**src/rtl/dccm_mmio_console_pkg.sv**
```systemverilog
// Shared constants and types for the DCCM simulation-control MMIO sink:
// the tohost/console addresses and the UART transmitter state encoding.
package dccm_mmio_console_pkg;

    localparam int XLEN = 32;
    localparam logic [XLEN-1:0] TOHOST_ADDR  = 32'h1000_0000;
    localparam logic [XLEN-1:0] CONSOLE_ADDR = 32'h1000_0004;

    typedef enum logic [1:0] {
        TX_IDLE  = 2'd0,
        TX_START = 2'd1,
        TX_DATA  = 2'd2,
        TX_STOP  = 2'd3
    } uart_tx_state_e;

endpackage

```
**src/rtl/dccm_mmio_console_fifo.sv**
```systemverilog
// Circular byte FIFO for queued console characters. A pop on the same edge
// frees the slot, so "full" is reported only when no pop is in progress.
module mmio_byte_fifo #(
    parameter int DEPTH = 8,
    parameter int WIDTH = 8,
    localparam int PTR_W = $clog2(DEPTH),
    localparam int CNT_W = $clog2(DEPTH) + 1
) (
    input  logic             clk,
    input  logic             rst_n,
    input  logic             push,
    input  logic [WIDTH-1:0] push_data,
    input  logic             pop,
    output logic [WIDTH-1:0] pop_data,
    output logic [CNT_W-1:0] count,
    output logic             full,
    output logic             empty
);

    localparam logic [CNT_W-1:0] CNT_FULL = CNT_W'(DEPTH);
    localparam logic [CNT_W-1:0] CNT_ONE  = CNT_W'(1);
    localparam logic [PTR_W-1:0] PTR_ONE  = PTR_W'(1);

    logic [WIDTH-1:0] mem_r [DEPTH];
    logic [PTR_W-1:0] wr_ptr_r;
    logic [PTR_W-1:0] rd_ptr_r;
    logic [CNT_W-1:0] count_r;
    logic             push_ok_s;
    logic             pop_ok_s;

    assign empty     = (count_r == {CNT_W{1'b0}});
    assign full      = (count_r == CNT_FULL) & ~pop;
    assign push_ok_s = push & ~full;
    assign pop_ok_s  = pop & ~empty;
    assign pop_data  = mem_r[rd_ptr_r];
    assign count     = count_r;

    // Storage array; contents need no reset since count gates visibility.
    always_ff @(posedge clk) begin
        if (push_ok_s) begin
            mem_r[wr_ptr_r] <= push_data;
        end
    end

    // Pointers and occupancy; DEPTH is a power of two so pointers wrap naturally.
    always_ff @(posedge clk) begin
        if (!rst_n) begin
            wr_ptr_r <= {PTR_W{1'b0}};
            rd_ptr_r <= {PTR_W{1'b0}};
            count_r  <= {CNT_W{1'b0}};
        end else begin
            if (push_ok_s) begin
                wr_ptr_r <= wr_ptr_r + PTR_ONE;
            end
            if (pop_ok_s) begin
                rd_ptr_r <= rd_ptr_r + PTR_ONE;
            end
            case ({push_ok_s, pop_ok_s})
                2'b10:   count_r <= count_r + CNT_ONE;
                2'b01:   count_r <= count_r - CNT_ONE;
                default: count_r <= count_r;
            endcase
        end
    end

endmodule

```
**src/rtl/dccm_mmio_console.sv**
```systemverilog
// Device end of the tohost/finish protocol: decodes DCCM stores, latches the
// exit code on the first tohost write, and serializes console bytes as UART 8N1.
module dccm_mmio_console
    import dccm_mmio_console_pkg::*;
#(
    parameter int              XLEN         = dccm_mmio_console_pkg::XLEN,
    parameter logic [XLEN-1:0] TOHOST_ADDR  = dccm_mmio_console_pkg::TOHOST_ADDR,
    parameter logic [XLEN-1:0] CONSOLE_ADDR = dccm_mmio_console_pkg::CONSOLE_ADDR,
    parameter int              FIFO_DEPTH   = 8,
    parameter int              CLKS_PER_BIT = 868
) (
    input  logic            clk,
    input  logic            rst_n,
    input  logic            dccm_wen,
    input  logic [XLEN-1:0] dccm_waddr,
    input  logic [XLEN-1:0] dccm_wdata,
    output logic            uart_tx,
    output logic            halt,
    output logic [XLEN-1:0] exit_code,
    output logic            halt_done,
    output logic            console_overflow
);

    localparam int CNT_W   = $clog2(FIFO_DEPTH) + 1;
    localparam int TIMER_W = (CLKS_PER_BIT > 2) ? $clog2(CLKS_PER_BIT) : 1;
    localparam logic [TIMER_W-1:0] TIMER_LAST = TIMER_W'(CLKS_PER_BIT - 1);
    localparam logic [TIMER_W-1:0] TIMER_ONE  = TIMER_W'(1);
    localparam logic [TIMER_W-1:0] TIMER_ZERO = {TIMER_W{1'b0}};

    logic            halt_r;
    logic [XLEN-1:0] exit_code_r;
    logic            halt_done_r;
    logic            overflow_r;

    logic            tohost_wr_s;
    logic            console_wr_s;
    logic            fifo_push_s;
    logic            fifo_pop_s;
    logic            fifo_full_s;
    logic            fifo_empty_s;
    logic [7:0]      fifo_data_s;
    logic [CNT_W-1:0] fifo_count_s;

    uart_tx_state_e   state_r, state_nx_s;
    logic [TIMER_W-1:0] timer_r, timer_nx_s;
    logic [2:0]       idx_r, idx_nx_s;
    logic [7:0]       shift_r, shift_nx_s;
    logic             uart_tx_r, tx_nx_s;
    logic             bit_end_s;

    // Stores are ignored entirely once halted, including overflow accounting.
    assign tohost_wr_s  = dccm_wen & (dccm_waddr == TOHOST_ADDR) & ~halt_r;
    assign console_wr_s = dccm_wen & (dccm_waddr == CONSOLE_ADDR) & ~halt_r;
    assign fifo_push_s  = console_wr_s & ~fifo_full_s;
    assign bit_end_s    = (timer_r == TIMER_LAST);

    mmio_byte_fifo #(
        .DEPTH (FIFO_DEPTH),
        .WIDTH (8)
    ) u_fifo (
        .clk       (clk),
        .rst_n     (rst_n),
        .push      (fifo_push_s),
        .push_data (dccm_wdata[7:0]),
        .pop       (fifo_pop_s),
        .pop_data  (fifo_data_s),
        .count     (fifo_count_s),
        .full      (fifo_full_s),
        .empty     (fifo_empty_s)
    );

    // Halt/exit latch, sticky overflow flag and drained-halt indicator.
    always_ff @(posedge clk) begin
        if (!rst_n) begin
            halt_r      <= 1'b0;
            exit_code_r <= {XLEN{1'b0}};
            overflow_r  <= 1'b0;
            halt_done_r <= 1'b0;
        end else begin
            if (tohost_wr_s) begin
                halt_r      <= 1'b1;
                exit_code_r <= dccm_wdata;
            end
            overflow_r  <= overflow_r | (console_wr_s & fifo_full_s);
            halt_done_r <= halt_r & (fifo_count_s == {CNT_W{1'b0}}) & (state_r == TX_IDLE);
        end
    end

    // UART transmitter state and datapath registers.
    always_ff @(posedge clk) begin
        if (!rst_n) begin
            state_r   <= TX_IDLE;
            timer_r   <= TIMER_ZERO;
            idx_r     <= 3'd0;
            shift_r   <= 8'h00;
            uart_tx_r <= 1'b1;
        end else begin
            state_r   <= state_nx_s;
            timer_r   <= timer_nx_s;
            idx_r     <= idx_nx_s;
            shift_r   <= shift_nx_s;
            uart_tx_r <= tx_nx_s;
        end
    end

    // Next-state logic; tx_nx_s is the line level for the cycle after the edge.
    always_comb begin
        state_nx_s = state_r;
        timer_nx_s = timer_r;
        idx_nx_s   = idx_r;
        shift_nx_s = shift_r;
        tx_nx_s    = 1'b1;
        fifo_pop_s = 1'b0;
        case (state_r)
            TX_IDLE: begin
                if (!fifo_empty_s) begin
                    fifo_pop_s = 1'b1;
                    shift_nx_s = fifo_data_s;
                    timer_nx_s = TIMER_ZERO;
                    idx_nx_s   = 3'd0;
                    state_nx_s = TX_START;
                    tx_nx_s    = 1'b0;
                end else begin
                    tx_nx_s = 1'b1;
                end
            end
            TX_START: begin
                if (bit_end_s) begin
                    timer_nx_s = TIMER_ZERO;
                    state_nx_s = TX_DATA;
                    tx_nx_s    = shift_r[0];
                end else begin
                    timer_nx_s = timer_r + TIMER_ONE;
                    tx_nx_s    = 1'b0;
                end
            end
            TX_DATA: begin
                if (bit_end_s) begin
                    timer_nx_s = TIMER_ZERO;
                    if (idx_r == 3'd7) begin
                        state_nx_s = TX_STOP;
                        tx_nx_s    = 1'b1;
                    end else begin
                        idx_nx_s   = idx_r + 3'd1;
                        shift_nx_s = {1'b0, shift_r[7:1]};
                        tx_nx_s    = shift_r[1];
                    end
                end else begin
                    timer_nx_s = timer_r + TIMER_ONE;
                    tx_nx_s    = shift_r[0];
                end
            end
            TX_STOP: begin
                tx_nx_s = 1'b1;
                if (bit_end_s) begin
                    timer_nx_s = TIMER_ZERO;
                    state_nx_s = TX_IDLE;
                end else begin
                    timer_nx_s = timer_r + TIMER_ONE;
                end
            end
            default: begin
                state_nx_s = TX_IDLE;
                tx_nx_s    = 1'b1;
            end
        endcase
    end

    assign uart_tx          = uart_tx_r;
    assign halt             = halt_r;
    assign exit_code        = exit_code_r;
    assign halt_done        = halt_done_r;
    assign console_overflow = overflow_r;

endmodule

```
**config.mk**
```make
export PLATFORM = sky130hd
export DESIGN_NAME = dccm_mmio_console
export DESIGN_NICKNAME = d
export VERILOG_FILES = /design/src/rtl/dccm_mmio_console_pkg.sv /design/src/rtl/dccm_mmio_console_fifo.sv /design/src/rtl/dccm_mmio_console.sv
export SDC_FILE = /design/constraint.sdc
export NUM_CORES = 1
export LEC_CHECK = 0
export CORE_MARGIN = 2
export CORE_UTILIZATION = 52
export DETAILED_ROUTE_END_ITERATION = 8
export MAX_ROUTING_LAYER = met4
export PLACE_DENSITY = 0.79
export SLEW_MARGIN = 25
export SYNTH_ARGS = -nofsm -noshare
export SYNTH_HDL_FRONTEND = slang
export SYNTH_HIERARCHICAL = 1
export SYNTH_SLANG_ARGS = --single-unit
```
**constraint.sdc**
```tcl
create_clock -name clk -period 4.5 [get_ports clk]
set_clock_uncertainty 0.1 [all_clocks]
set_input_delay 0.675 -clock clk [delete_from_list [all_inputs] [get_ports clk]]
set_output_delay 0.675 -clock clk [all_outputs]
set_load 0.005 [all_outputs]
```
==> impl_metrics.ini <==
[run_status]
status = finished clean

[power_and_ir_drop]
p_per_area_nw_per_um2 = 364
cellLeakagePower_uw = 0.00261
irDropWorstVdd_mv = 0.428

[clocking]
clock_path_buffers = 2
cts_hold_buf = 0
cts_sinks = 136
path_clk_slew_ns = 0.06
cts_tree = built
clk_latency_ns = 0.53
h-tree-depth = 4
clockRootBuffer = clkbuf_8
post_cts_resized = 0
cts_buffers = 17
cts_setup_buffers = 0

[sta]
worst_slew_pin_slew_ns = 0.916
setup_violations = 0
hold_violations = 0
rsz0062_at_grt = false
fin_crit_sh_pct = 85.0
drv_slew = 0
max_slew_margin_pct = 38.9
finalCriticalPeriod_ns = 3.82
whs_ns = 0.356
setup_tns_ns = 0
fmax_mhz = 262

[place]
place_congestion = 0.719
dp_cells = 695
portBuffers = 102
hpwlAfterDp_mm = 7.97

[logic_synthesis]
yosys_warnings = 6
synth_edf_count = 64
syn_area_um2 = 5690
synth_cell_types = 48
synth.net_count = 548
ys_ff_latch = 136
seq_area_frac_synth_pct = 59.1
postSynthCellCount = 468
synth.avg_cell_area_um2 = 12.2
async_flop_share_pct = 0
synth_top_flop_cell = dfxtp_1

[setup_path]
crit_type = reg2reg
arrival_ns = 4.17
worstPathMaxFanout = 8
cp.required_ns = 4.85
critPathLaunchType = flip-flop
worstSetupEndpointType = flip-flop
r2r_setup_slack_ns = 0.68
setup.worst_path.start = u_fifo/count[1]$_SDFFE_PN0P_
r2r-start = u_fifo/count[1]$_SDFFE_PN0P_

[floorplanning]
core_area_um2 = 10700
dieArea_um2 = 11800
io_pins = 103
die_width_um = 109
start_util_pct = 52.9
rows = 38
die_h_um = 109

[drt]
vias = 3968
dr.pass1.iters = 4
drt_iter0_markers = 299
drc = 0
wl_per_cell_um = 17.1
vias_per_cell = 5.46
drt-total-wl_mm = 12.4
antenna_left = 0

[layout]
area_growth_pct = 30.3
multi_input_area_um2 = 2180
fillers = 790
seqCellArea_um2 = 3360
diodes = 0
final_cells = 727
drive_gt1_share_pct = 12.8
nNetsFinal = 654

[global_route]
grt_max_degree = 65
grt_overflow = 0
grt_pass1_wl_mm = 19.8
antenna_found_initial = 0
grt_pass1_vias = 3990
grt_usage_pct = 22.8

[flow_run]
cap_violations = 0

[min_path]
worst_hold_startpoint = exit_code[18]$_SDFFE_PN0P_
hold_class = reg2reg
-- synth_stat cells (3+ instances only) --
| library cell | count | share of area, % |
|---|---|---|
| dfxtp_1 | 72 | 25 |
| edfxtp_1 | 64 | 34 |
| nand2_1 | 54 | 3.6 |
| nand3_1 | 35 | 3.1 |
| o21ai_0 | 33 | 2.9 |
| nor2_1 | 18 | 1.2 |
| mux4_2 | 16 | 6.3 |
| clkbuf_1 | 14 | 0.92 |
| mux2i_1 | 14 | 2.5 |
| ha_1 | 13 | 2.9 |
| xor2_1 | 10 | 1.5 |
| mux2_2 | 9 | 1.8 |
| and2_1 | 8 | 0.88 |
| nand2b_1 | 8 | 0.88 |
| nand4_1 | 7 | 0.77 |
| nor3_1 | 7 | 0.62 |
| nor4_1 | 7 | 0.77 |
| o211a_1 | 7 | 1.2 |
| xnor2_1 | 6 | 0.92 |
| a21oi_1 | 5 | 0.44 |
| inv_1 | 5 | 0.33 |
| nor2b_1 | 5 | 0.55 |
| a21boi_0 | 4 | 0.53 |
| and3_1 | 4 | 0.44 |
| buf_4 | 4 | 0.53 |
| o21ai_1 | 4 | 0.35 |
| buf_1 | 3 | 0.20 |
| clkbuf_2 | 3 | 0.26 |
| nand3b_1 | 3 | 0.40 |
| o211ai_1 | 3 | 0.40 |
| or3_1 | 3 | 0.33 |
-- registers in the layout, summed over array words and instances, names as in the netlist, named ones only --
name	flops
u_fifo/rd_ptr_r	3
console_overflow	1
timer_r	10
exit_code	32
u_fifo/count	4
uart_tx	1
state_r	2
halt	1
u_fifo/wr_ptr_r	3
idx_r	3
u_fifo/mem_r	64
shift_r	8
halt_done	1
-- area by class of cell --
class | instances | area share [%]
tap | 140 | 2.36
multi-input combinational | 300 | 29.4
inverter | 5 | 0.253
timing repair buffer | 114 | 14.9
clock inverter | 14 | 1.98
clock buffer | 18 | 5.64
sequential | 136 | 45.4
-- critical path: stages, from the launching register on --
cell,delay (ns)
dfxtp_1,0.45
or3_1,0.35
nor2_1,0.16
nor2_1,0.25
nand2b_1,0.27
nor2_1,0.09
nor4b_1,0.34
buf_4,0.20
o21ai_4,0.10
ha_1,0.30
xor2_1,0.17
ha_1,0.19
a21oi_1,0.17
xor2_1,0.12
or3_1,0.31
a21boi_0,0.18
-- report_power, final --
group | total, µW | switching (µW) | internal (µW)
registers | 1290 | 0.000000273 | 1290
clock network | 1320 | 531 | 791
logic | 85.4 | 31.7 | 53.7
-- per-layer routing --
metal  wire length (µm)  part of all wire [%]  track usage [%]  up-vias
met4                178                   1.4             6.96        0
met1               5250                    42             27.7     1905
met2               6380                    51             37.0      109
met5                  0                     0                -        -
met3                641                   5.2             6.51       21
li1                   -                     -                -     1933
-- kinds of logic after synthesis --
| family | Yosys count | share of synthesized area [%] |
|---|---|---|
| compound gates | 64 | 7.15 |
| xor+xnor | 16 | 2.46 |
| fa+ha+maj | 13 | 2.86 |
| buf+inv | 32 | 2.62 |
| flops | 136 | 59.1 |
| mux | 39 | 10.6 |
| simple gates | 168 | 15.2 |
-- layout by cell type, fill, tap and decap left out, drive strengths merged, types with 2 or more instances in the layout --
cell type,Yosys,routed
o211ai,3,3
and3,4,4
mux4,16,16
nand3,35,35
nor4,8,8
xor2,10,10
o21ai,39,39
nor4b,3,3
edfxtp,64,64
nand2,54,54
mux2,9,9
ha,13,13
a21boi,4,4
nor2,18,18
nand2b,8,8
nor2b,5,5
a21oi,5,5
inv,5,10
mux2i,14,14
nand3b,3,3
nor3,7,7
nand4,7,7
bufinv,0,2
clkdlybuf4s50,0,101
and2,8,8
dfxtp,72,72
xnor2,6,6
or3,3,3
buf,10,13
o211a,7,7
o21a,2,2
clkinv,0,3
clkbuf,17,18
clkinvlp,0,4
-- path summary, 6_finish.rpt --
kind,end,cells after the start
min reg2reg,exit_code[18]$_SDFFE_PN0P_,2
max,u_fifo/count[2]$_SDFFE_PN0P_,15
min,exit_code[18]$_SDFFE_PN0P_,2
max reg2reg,u_fifo/count[2]$_SDFFE_PN0P_,15
-- through the flow --
stage	util (%)	cell area (µm²)	setup slack (ns)	power (µW)
global placement	63.7	6850	0.549	1400
detailed placement	63.7	6850	0.431	1400
CTS	69.0	7410	0.688	2730
global route	69.0	7410	0.319	2780
floorplan	-	5690	0.841	1340
finish	69.0	7410	0.676	2700
Power figures use the tool's default switching activity.
